$ cat src/rtl/cpu_ctrl_pkg.sv
`default_nettype none
// ============================================================================
// Module   : cpu_ctrl_pkg
// Purpose  : Shared state encoding, opcode constants and ALU op width for the
//            CPU control sequencer.
// Revision : 1.0 - initial release
// ============================================================================
package cpu_ctrl_pkg;

    localparam int ALU_OP_W = 2;
    localparam int OPC_W    = 4;

    typedef enum logic [2:0] {
        ST_FETCH  = 3'd0,
        ST_DECODE = 3'd1,
        ST_EXEC   = 3'd2,
        ST_WB     = 3'd3,
        ST_HALT   = 3'd4
    } state_t;

    localparam logic [OPC_W-1:0] OPC_NOP  = 4'h0;
    localparam logic [OPC_W-1:0] OPC_ALU  = 4'h1;
    localparam logic [OPC_W-1:0] OPC_LDI  = 4'h2;
    localparam logic [OPC_W-1:0] OPC_JMP  = 4'h8;
    localparam logic [OPC_W-1:0] OPC_JZ   = 4'h9;
    localparam logic [OPC_W-1:0] OPC_JNZ  = 4'hA;
    localparam logic [OPC_W-1:0] OPC_CALL = 4'hC;
    localparam logic [OPC_W-1:0] OPC_RET  = 4'hD;
    localparam logic [OPC_W-1:0] OPC_HALT = 4'hF;

endpackage : cpu_ctrl_pkg
`default_nettype wire

$ cat src/rtl/ctrl_decode.sv
`default_nettype none
// ============================================================================
// Module   : ctrl_decode
// Purpose  : Combinational opcode-to-class decoder. CALL/RET classes exist
//            only when PC_CALL_STACK_EN is defined.
// Revision : 1.0 - initial release
// ============================================================================
module ctrl_decode
    import cpu_ctrl_pkg::*;
(
    input  logic [OPC_W-1:0] opcode,
    output logic             is_branch,
    output logic             is_alu,
    output logic             is_ldi,
    output logic             is_halt,
    output logic             is_call,
    output logic             is_ret
);

    always_comb begin
        is_branch = (opcode == OPC_JMP) || (opcode == OPC_JZ) || (opcode == OPC_JNZ);
        is_alu    = (opcode == OPC_ALU);
        is_ldi    = (opcode == OPC_LDI);
        is_halt   = (opcode == OPC_HALT);
`ifdef PC_CALL_STACK_EN
        is_call   = (opcode == OPC_CALL);
        is_ret    = (opcode == OPC_RET);
`else
        // Without the return register CALL/RET fall through to NOP.
        is_call   = 1'b0;
        is_ret    = 1'b0;
`endif
    end

endmodule : ctrl_decode
`default_nettype wire

$ cat src/rtl/pc_sequencer.sv
`default_nettype none
// ============================================================================
// Module   : pc_sequencer
// Purpose  : Multi-cycle fetch/decode/execute/write-back sequencer driving the
//            PC and datapath strobes. Optional macro: PC_CALL_STACK_EN.
// Revision : 1.0 - initial release
// ============================================================================
module pc_sequencer
    import cpu_ctrl_pkg::*;
#(
    parameter int IW   = 8,
    parameter int PCW  = 4,
    parameter int SELW = 8
) (
    input  logic                clk,
    input  logic                rst_n,
    input  logic [IW-1:0]       instr,
    input  logic                imem_ready,
    input  logic [PCW-1:0]      pc,
    input  logic                zero_flag,
    output logic                inc_pc,
    output logic                load_pc,
    output logic [SELW-1:0]     sel_pc,
    output logic                ir_load,
    output logic                alu_en,
    output logic [ALU_OP_W-1:0] alu_op,
    output logic                reg_we,
    output logic                halted
);

    state_t          r_state;
    logic [IW-1:0]   r_ir;

    logic [OPC_W-1:0] w_opcode;
    logic [3:0]       w_imm;
    logic             w_is_branch;
    logic             w_is_alu;
    logic             w_is_ldi;
    logic             w_is_halt;
    logic             w_is_call;
    logic             w_is_ret;
    logic             w_taken;

    assign w_opcode = r_ir[IW-1 -: OPC_W];
    assign w_imm    = r_ir[3:0];

    ctrl_decode u_decode (
        .opcode    (w_opcode),
        .is_branch (w_is_branch),
        .is_alu    (w_is_alu),
        .is_ldi    (w_is_ldi),
        .is_halt   (w_is_halt),
        .is_call   (w_is_call),
        .is_ret    (w_is_ret)
    );

    assign w_taken = w_is_branch &&
                     ((w_opcode == OPC_JMP) ||
                      ((w_opcode == OPC_JZ)  &&  zero_flag) ||
                      ((w_opcode == OPC_JNZ) && !zero_flag));

`ifdef PC_CALL_STACK_EN
    logic [PCW-1:0] r_ret_addr;
    logic           r_ret_valid;
`else
    logic w_unused_pc;
    assign w_unused_pc = ^pc;
`endif

    always_ff @(posedge clk or negedge rst_n) begin
        if (!rst_n) begin
            r_state     <= ST_FETCH;
            r_ir        <= '0;
`ifdef PC_CALL_STACK_EN
            r_ret_addr  <= '0;
            r_ret_valid <= 1'b0;
`endif
        end else begin
            case (r_state)
                ST_FETCH: begin
                    if (imem_ready) begin
                        r_ir    <= instr;
                        r_state <= ST_DECODE;
                    end
                end
                ST_DECODE: begin
                    if (w_is_halt) begin
                        r_state <= ST_HALT;
                    end else if (w_is_alu || w_is_ldi) begin
                        r_state <= ST_EXEC;
                    end else begin
`ifdef PC_CALL_STACK_EN
                        // pc already points past the CALL, i.e. the return address.
                        if (w_is_call) begin
                            r_ret_addr  <= pc;
                            r_ret_valid <= 1'b1;
                        end else if (w_is_ret) begin
                            r_ret_valid <= 1'b0;
                        end
`endif
                        r_state <= ST_FETCH;
                    end
                end
                ST_EXEC:  r_state <= ST_WB;
                ST_WB:    r_state <= ST_FETCH;
                ST_HALT:  r_state <= ST_HALT;
                default:  r_state <= ST_FETCH;
            endcase
        end
    end

    // Strobes are gated by rst_n so that every output is low while reset is held.
    always_comb begin
        inc_pc  = 1'b0;
        load_pc = 1'b0;
        sel_pc  = '0;
        ir_load = 1'b0;
        alu_en  = 1'b0;
        alu_op  = '0;
        reg_we  = 1'b0;
        halted  = 1'b0;
        if (rst_n) begin
            case (r_state)
                ST_FETCH: begin
                    ir_load = imem_ready;
                    inc_pc  = imem_ready;
                end
                ST_DECODE: begin
                    if (w_taken) begin
                        load_pc = 1'b1;
                        sel_pc  = SELW'(w_imm);
                    end
`ifdef PC_CALL_STACK_EN
                    else if (w_is_call) begin
                        load_pc = 1'b1;
                        sel_pc  = SELW'(w_imm);
                    end else if (w_is_ret && r_ret_valid) begin
                        load_pc = 1'b1;
                        sel_pc  = SELW'(r_ret_addr);
                    end
`else
                    else if (w_is_call || w_is_ret) begin
                        load_pc = 1'b0;
                    end
`endif
                end
                ST_EXEC: begin
                    alu_en = 1'b1;
                    alu_op = w_imm[ALU_OP_W-1:0];
                end
                ST_WB:   reg_we = 1'b1;
                ST_HALT: halted = 1'b1;
                default: ;
            endcase
        end
    end

endmodule : pc_sequencer
`default_nettype wire

$ cat config.mk
export PLATFORM = sky130hd
export DESIGN_NAME = pc_sequencer
export DESIGN_NICKNAME = d
export VERILOG_FILES = /design/src/rtl/cpu_ctrl_pkg.sv /design/src/rtl/ctrl_decode.sv /design/src/rtl/pc_sequencer.sv
export SDC_FILE = /design/constraint.sdc
export NUM_CORES = 1
export LEC_CHECK = 0
export CAP_MARGIN = 20
export CORE_MARGIN = 4
export CORE_UTILIZATION = 42
export DETAILED_ROUTE_END_ITERATION = 16
export PLACE_DENSITY = 0.79
export SYNTH_ARGS = -nofsm -noshare
export SYNTH_HDL_FRONTEND = slang
export SYNTH_HIERARCHICAL = 1
export SYNTH_SLANG_ARGS = --single-unit
$ cat constraint.sdc
create_clock -name clk -period 4.15 [get_ports clk]
set_clock_uncertainty 0.05 [all_clocks]
set_input_delay 1.245 -clock clk [delete_from_list [all_inputs] [get_ports clk]]
set_output_delay 1.245 -clock clk [all_outputs]
set_load 0.05 [all_outputs]
======== Word level (Yosys, flattened, before mapping) ========
Cells that the tools add are included.
operators by class
  equal/unequal tests ..................... 11
  multiplexer cells ....................... 20
  reductions and logical operators ........ 11
operators with widths
  kind                  number
  $eq A4 B4 Y1 const B  4
  $mux W4               3
  $pmux W3 S4           1
  $mux W1               11
  $eq A3 B2 Y1 const B  2
  $mux W2               3
  $mux W3               2
  $logic_or A1 B1 Y1    5
  $eq A4 B1 Y1 const B  1
  $eq A4 B2 Y1 const B  1
  $eq A3 B1 Y1 const B  1
  $eq A3 B3 Y1 const B  1
  $logic_and A1 B1 Y1   3
  $logic_not A3 Y1      1
  $ne A2 B2 Y1 const B  1
  $reduce_and A2 Y1     1
  $logic_not A1 Y1      1
storage, ports and cells
  flip-flop bits (word level) ............. 11
  input port bits ......................... 16
  output and inout bits ................... 16
  logic and storage cells ................. 44

======== Depth between registers and ports, before layout ========
  word-level depth ........................ 8
  depth in mapped cells ................... 4
  depth with buffers taken out ............ 4

======== Modules after synthesis ========
Netlist, hierarchy kept.
modules (own cells, without submodules)
  module        times used  cells an instance  area each (um^2)  sequential area each (um^2)
  pc_sequencer  1           52                 618.1             275.3
  ctrl_decode   1           8                  57.6              0.0

======== Worst setup path before layout ========
Ideal clock, no wire load.
  path kind ............................... input to output
  from .................................... in rst_n
  to ...................................... out alu_op[0]
  data arrival time ....................... 3466 ps
  data required time ...................... 2855 ps
  slack ................................... -611 ps
  stages on the path ...................... 2
  buffers on the path ..................... 0
  cells stage by stage .................... nor4bb_1 -> and2_1
on the way
  cells in the longest elaborated chain, start to end .. 1
RTL lines
  element      RTL line             source
  from (decl)  pc_sequencer.sv:16   input logic rst_n,
  $mux W2      pc_sequencer.sv:122  if (rst_n) begin
  to (decl)    pc_sequencer.sv:26   output logic [ALU_OP_W-1:0] alu_op,
No other way between the ends.

======== Worst setup path after layout ========
  from .................................... in rst_n
  to ...................................... out sel_pc[1]
on the way
  cells in the longest elaborated chain, start to end .. 1
RTL lines
  element    RTL line             source
  $mux W4    pc_sequencer.sv:122
  to (decl)  pc_sequencer.sv:23   output logic [SELW-1:0] sel_pc,
No other way between the ends.

==> impl_summary.log <==
[metrics] outcome: complete, no violations
[metrics] Max-cap violations: 0
[metrics] # rows: 14
[metrics] Ys Warns: 6
[metrics] Peak Freq: between 0.2 and 0.25 GHz
[metrics] Max stage delay on crit path: 580 ps
[metrics] Post-Syn Area: about 660 um^2
[metrics] Crit. End Element: output pin
[metrics] horizontal extent of the die: about 48 um
[metrics] shortest period the worst path allows: ~4100 ps
[metrics] post-route worst setup slack: about 96 ps
[metrics] global route hottest layer: met2
[metrics] largest net degree at the start of global routing: 13
[metrics] list of cells traversed by the critical path: clkdlybuf4s50_1 -> nand4bb_1 -> nor4b_1 -> buf_4 -> buf_12
[metrics] Worst Hold Class: reg2reg
[metrics] post-CTS setup repair buffer count: 0
[metrics] Final Max Slew Viols: 0
[metrics] number of antenna violations at the first check in global routing: 0
[metrics] number of global-route vias before repair: 550
[metrics] HPWL reported at the end of detailed placement: around 1200 um
[metrics] number of buffers inserted during clock tree synthesis: 3
[metrics] power per unit of standard cell area: around 540 nW/um^2
[metrics] Critical Path RT: 2850 ps
[metrics] I/O pin total: 32
[metrics] Critical-path top delay cell: sky130_fd_sc_hd__clkdlybuf4s50_1
[metrics] Post-Synthesis Cells: 57
[metrics] area enclosed by the die boundary: around 2300 um^2
[metrics] post-layout instance area: 1070 um^2
[metrics] global route overflow: 0
[metrics] total via count after detailed routing: between 500 and 600
[metrics] GRT met1 Usage: ~17%
[metrics] Total Routed Length: ~1400 um
[metrics] cts repair resizes: 0
[metrics] Final Power: 574 uW
[metrics] data arrival at the endpoint of the critical path: ~2800 ps
[metrics] Total GRT Usage: between 10 and 15%
[metrics] core occupancy in the finished layout: 71.9%
[metrics] Leak Pwr: between 0.4 and 0.5 nW
[metrics] sum of buffers and inverters on the critical path: 3
[metrics] average routed wire per standard cell: around 14 um
[metrics] mean number of vias per cell: 5.42
[metrics] NumNets Final: roughly 100
[metrics] final antenna-violating net count: 0
[metrics] wire length of the first global-routing pass: 2370 um
[metrics] maximum fanout encountered on the critical timing path: 5
[metrics] setup-violating endpoint count in the final report: 0
[metrics] count of TritonRoute iterations in the first routing pass: 4
[metrics] worst setup path class: in2out
[metrics] Syn Area/Cell: 11.5 um^2
[metrics] setup repair after global routing missed its margin: yes
[metrics] core footprint: between 1000 and 1500 um^2
[metrics] number of filler instances in the final layout: about 110
[metrics] placed cell count: 97
[metrics] total cell area at the placement stage: approximately 1000 um^2
[metrics] gate family responsible for the most delay along the worst path: buffers and inverters
[metrics] largest buffer count on any clock path: 2
[metrics] met2 usage in global routing: 25.4%
[metrics] Sinks on Clock Net: 11
[metrics] portion of the clock cycle consumed by the worst path in the final layout: between 90% and 100%
[metrics] clock latency reported for the late side of the worst-skew pair: approximately 260 ps
[metrics] clock-pin slew of the registers on the worst-case setup and hold paths: about 60 ps
[metrics] IO Port Bufs: 23
[metrics] fraction of layout cells with a size suffix above 1: about two fifths
[metrics] final hold vios: 0
[metrics] count of antenna diodes in the layout: 0
[metrics] CP Launch Type: primary input
[metrics] Remaining DRCs: 0
[metrics] count of placed standard cells in the final layout, fillers left out: approximately 100
[metrics] Iter 0 DRT Violations: 7
[metrics] global routing met3 resource utilization: 7.14%
[metrics] clock tree from TritonCTS: yes
[metrics] CTS root buf: sky130_fd_sc_hd__clkbuf_4
[metrics] worst setup slack before clock tree synthesis: 67.9 ps
[metrics] Starting Density: between 40% and 50%
[metrics] routability cong.: 0.717
[metrics] H-tree depth: 1
[metrics] vertical extent of the die: roughly 48 um
[metrics] post-synthesis to final-layout area growth: 63.0%
[metrics] Worst IR Drop VDD: roughly 0.37 mV
-- registers in the layout, indices dropped and copies added, names as in the netlist --
register  cells
r_state       3
r_ir          8
-- metrics by stage --
step / hold WS [ps] / TNS [ps]
2_1_floorplan: 422 / -1710
3_3_place_gp: 431 / 0
3_5_place_dp: 446 / 0
4_1_cts: 462 / 0
5_1_grt: 475 / -95.1
6_report: 468 / 0
-- placed cells by master (no fill, tap or decap) --
| cell type | n |
|---|---|
| sky130_fd_sc_hd__nand2b_1 | 1 |
| sky130_fd_sc_hd__conb_1 | 4 |
| sky130_fd_sc_hd__and4_2 | 1 |
| sky130_fd_sc_hd__buf_12 | 12 |
| sky130_fd_sc_hd__nor4bb_4 | 1 |
| sky130_fd_sc_hd__inv_1 | 2 |
| sky130_fd_sc_hd__nand3b_1 | 2 |
| sky130_fd_sc_hd__nor3b_1 | 1 |
| sky130_fd_sc_hd__nor4b_1 | 6 |
| sky130_fd_sc_hd__nand4bb_1 | 1 |
| sky130_fd_sc_hd__mux2_2 | 9 |
| sky130_fd_sc_hd__nor3_1 | 2 |
| sky130_fd_sc_hd__dfrtp_1 | 11 |
| sky130_fd_sc_hd__clkbuf_4 | 3 |
| sky130_fd_sc_hd__a21oi_1 | 1 |
| sky130_fd_sc_hd__and4b_1 | 1 |
| sky130_fd_sc_hd__and2_2 | 1 |
| sky130_fd_sc_hd__o32ai_1 | 1 |
| sky130_fd_sc_hd__clkbuf_1 | 1 |
| sky130_fd_sc_hd__clkdlybuf4s50_1 | 11 |
| sky130_fd_sc_hd__a211oi_1 | 1 |
| sky130_fd_sc_hd__buf_4 | 6 |
| sky130_fd_sc_hd__and2_1 | 2 |
| sky130_fd_sc_hd__nor2_1 | 2 |
| sky130_fd_sc_hd__or4b_2 | 1 |
| sky130_fd_sc_hd__nor4b_4 | 1 |
-- final timing paths --
| path | start | end | slack (ps) | cells past startpoint |
|---|---|---|---|---|
| setup / recovery | rst_n | sel_pc[1] | 100 | 5 |
| setup reg to reg | r_ir[6] | r_state[1] | 2590 | 3 |
| max in group asynchronous | rst_n | r_ir[3] | 2520 | 2 |
| hold reg to reg | r_ir[3] | r_ir[3] | 470 | 1 |
| min in group asynchronous | rst_n | r_ir[1] | 1140 | 1 |
| hold / removal | r_ir[3] | r_ir[3] | 470 | 1 |
-- power breakdown --
group	leakage, nW	internal (mW)	total [mW]	switching, mW
sequential	0.133	0.159	0.231	0.0724
combinational	0.282	0.154	0.273	0.119
clock	0.0150	0.0372	0.0701	0.0329
-- metal layers --
layer | share of wire [%] | vias to the layer above
met3 | 6.4 | 0
met2 | 53 | 18
met4 | 0 | 0
met1 | 40 | 267
met5 | 0 | -
li1 | - | 262
-- cell type report --
class / count / area, um^2 / area share, %
timing repair buffer: 29 / 395 / 36.9
multi-input combinational: 39 / 347 / 32.4
sequential: 11 / 275 / 25.7
clock buffer: 4 / 26.3 / 2.45
tap: 16 / 20.0 / 1.87
inverter: 2 / 7.51 / 0.701
-- repair_timing --
item                                    in CTS  in global routing
endpoints found under the setup margin       0                  2
endpoints found under the hold margin        0                  0
hold buffers                                 0                  0
No activity file was read; power rests on OpenSTA's default activity.
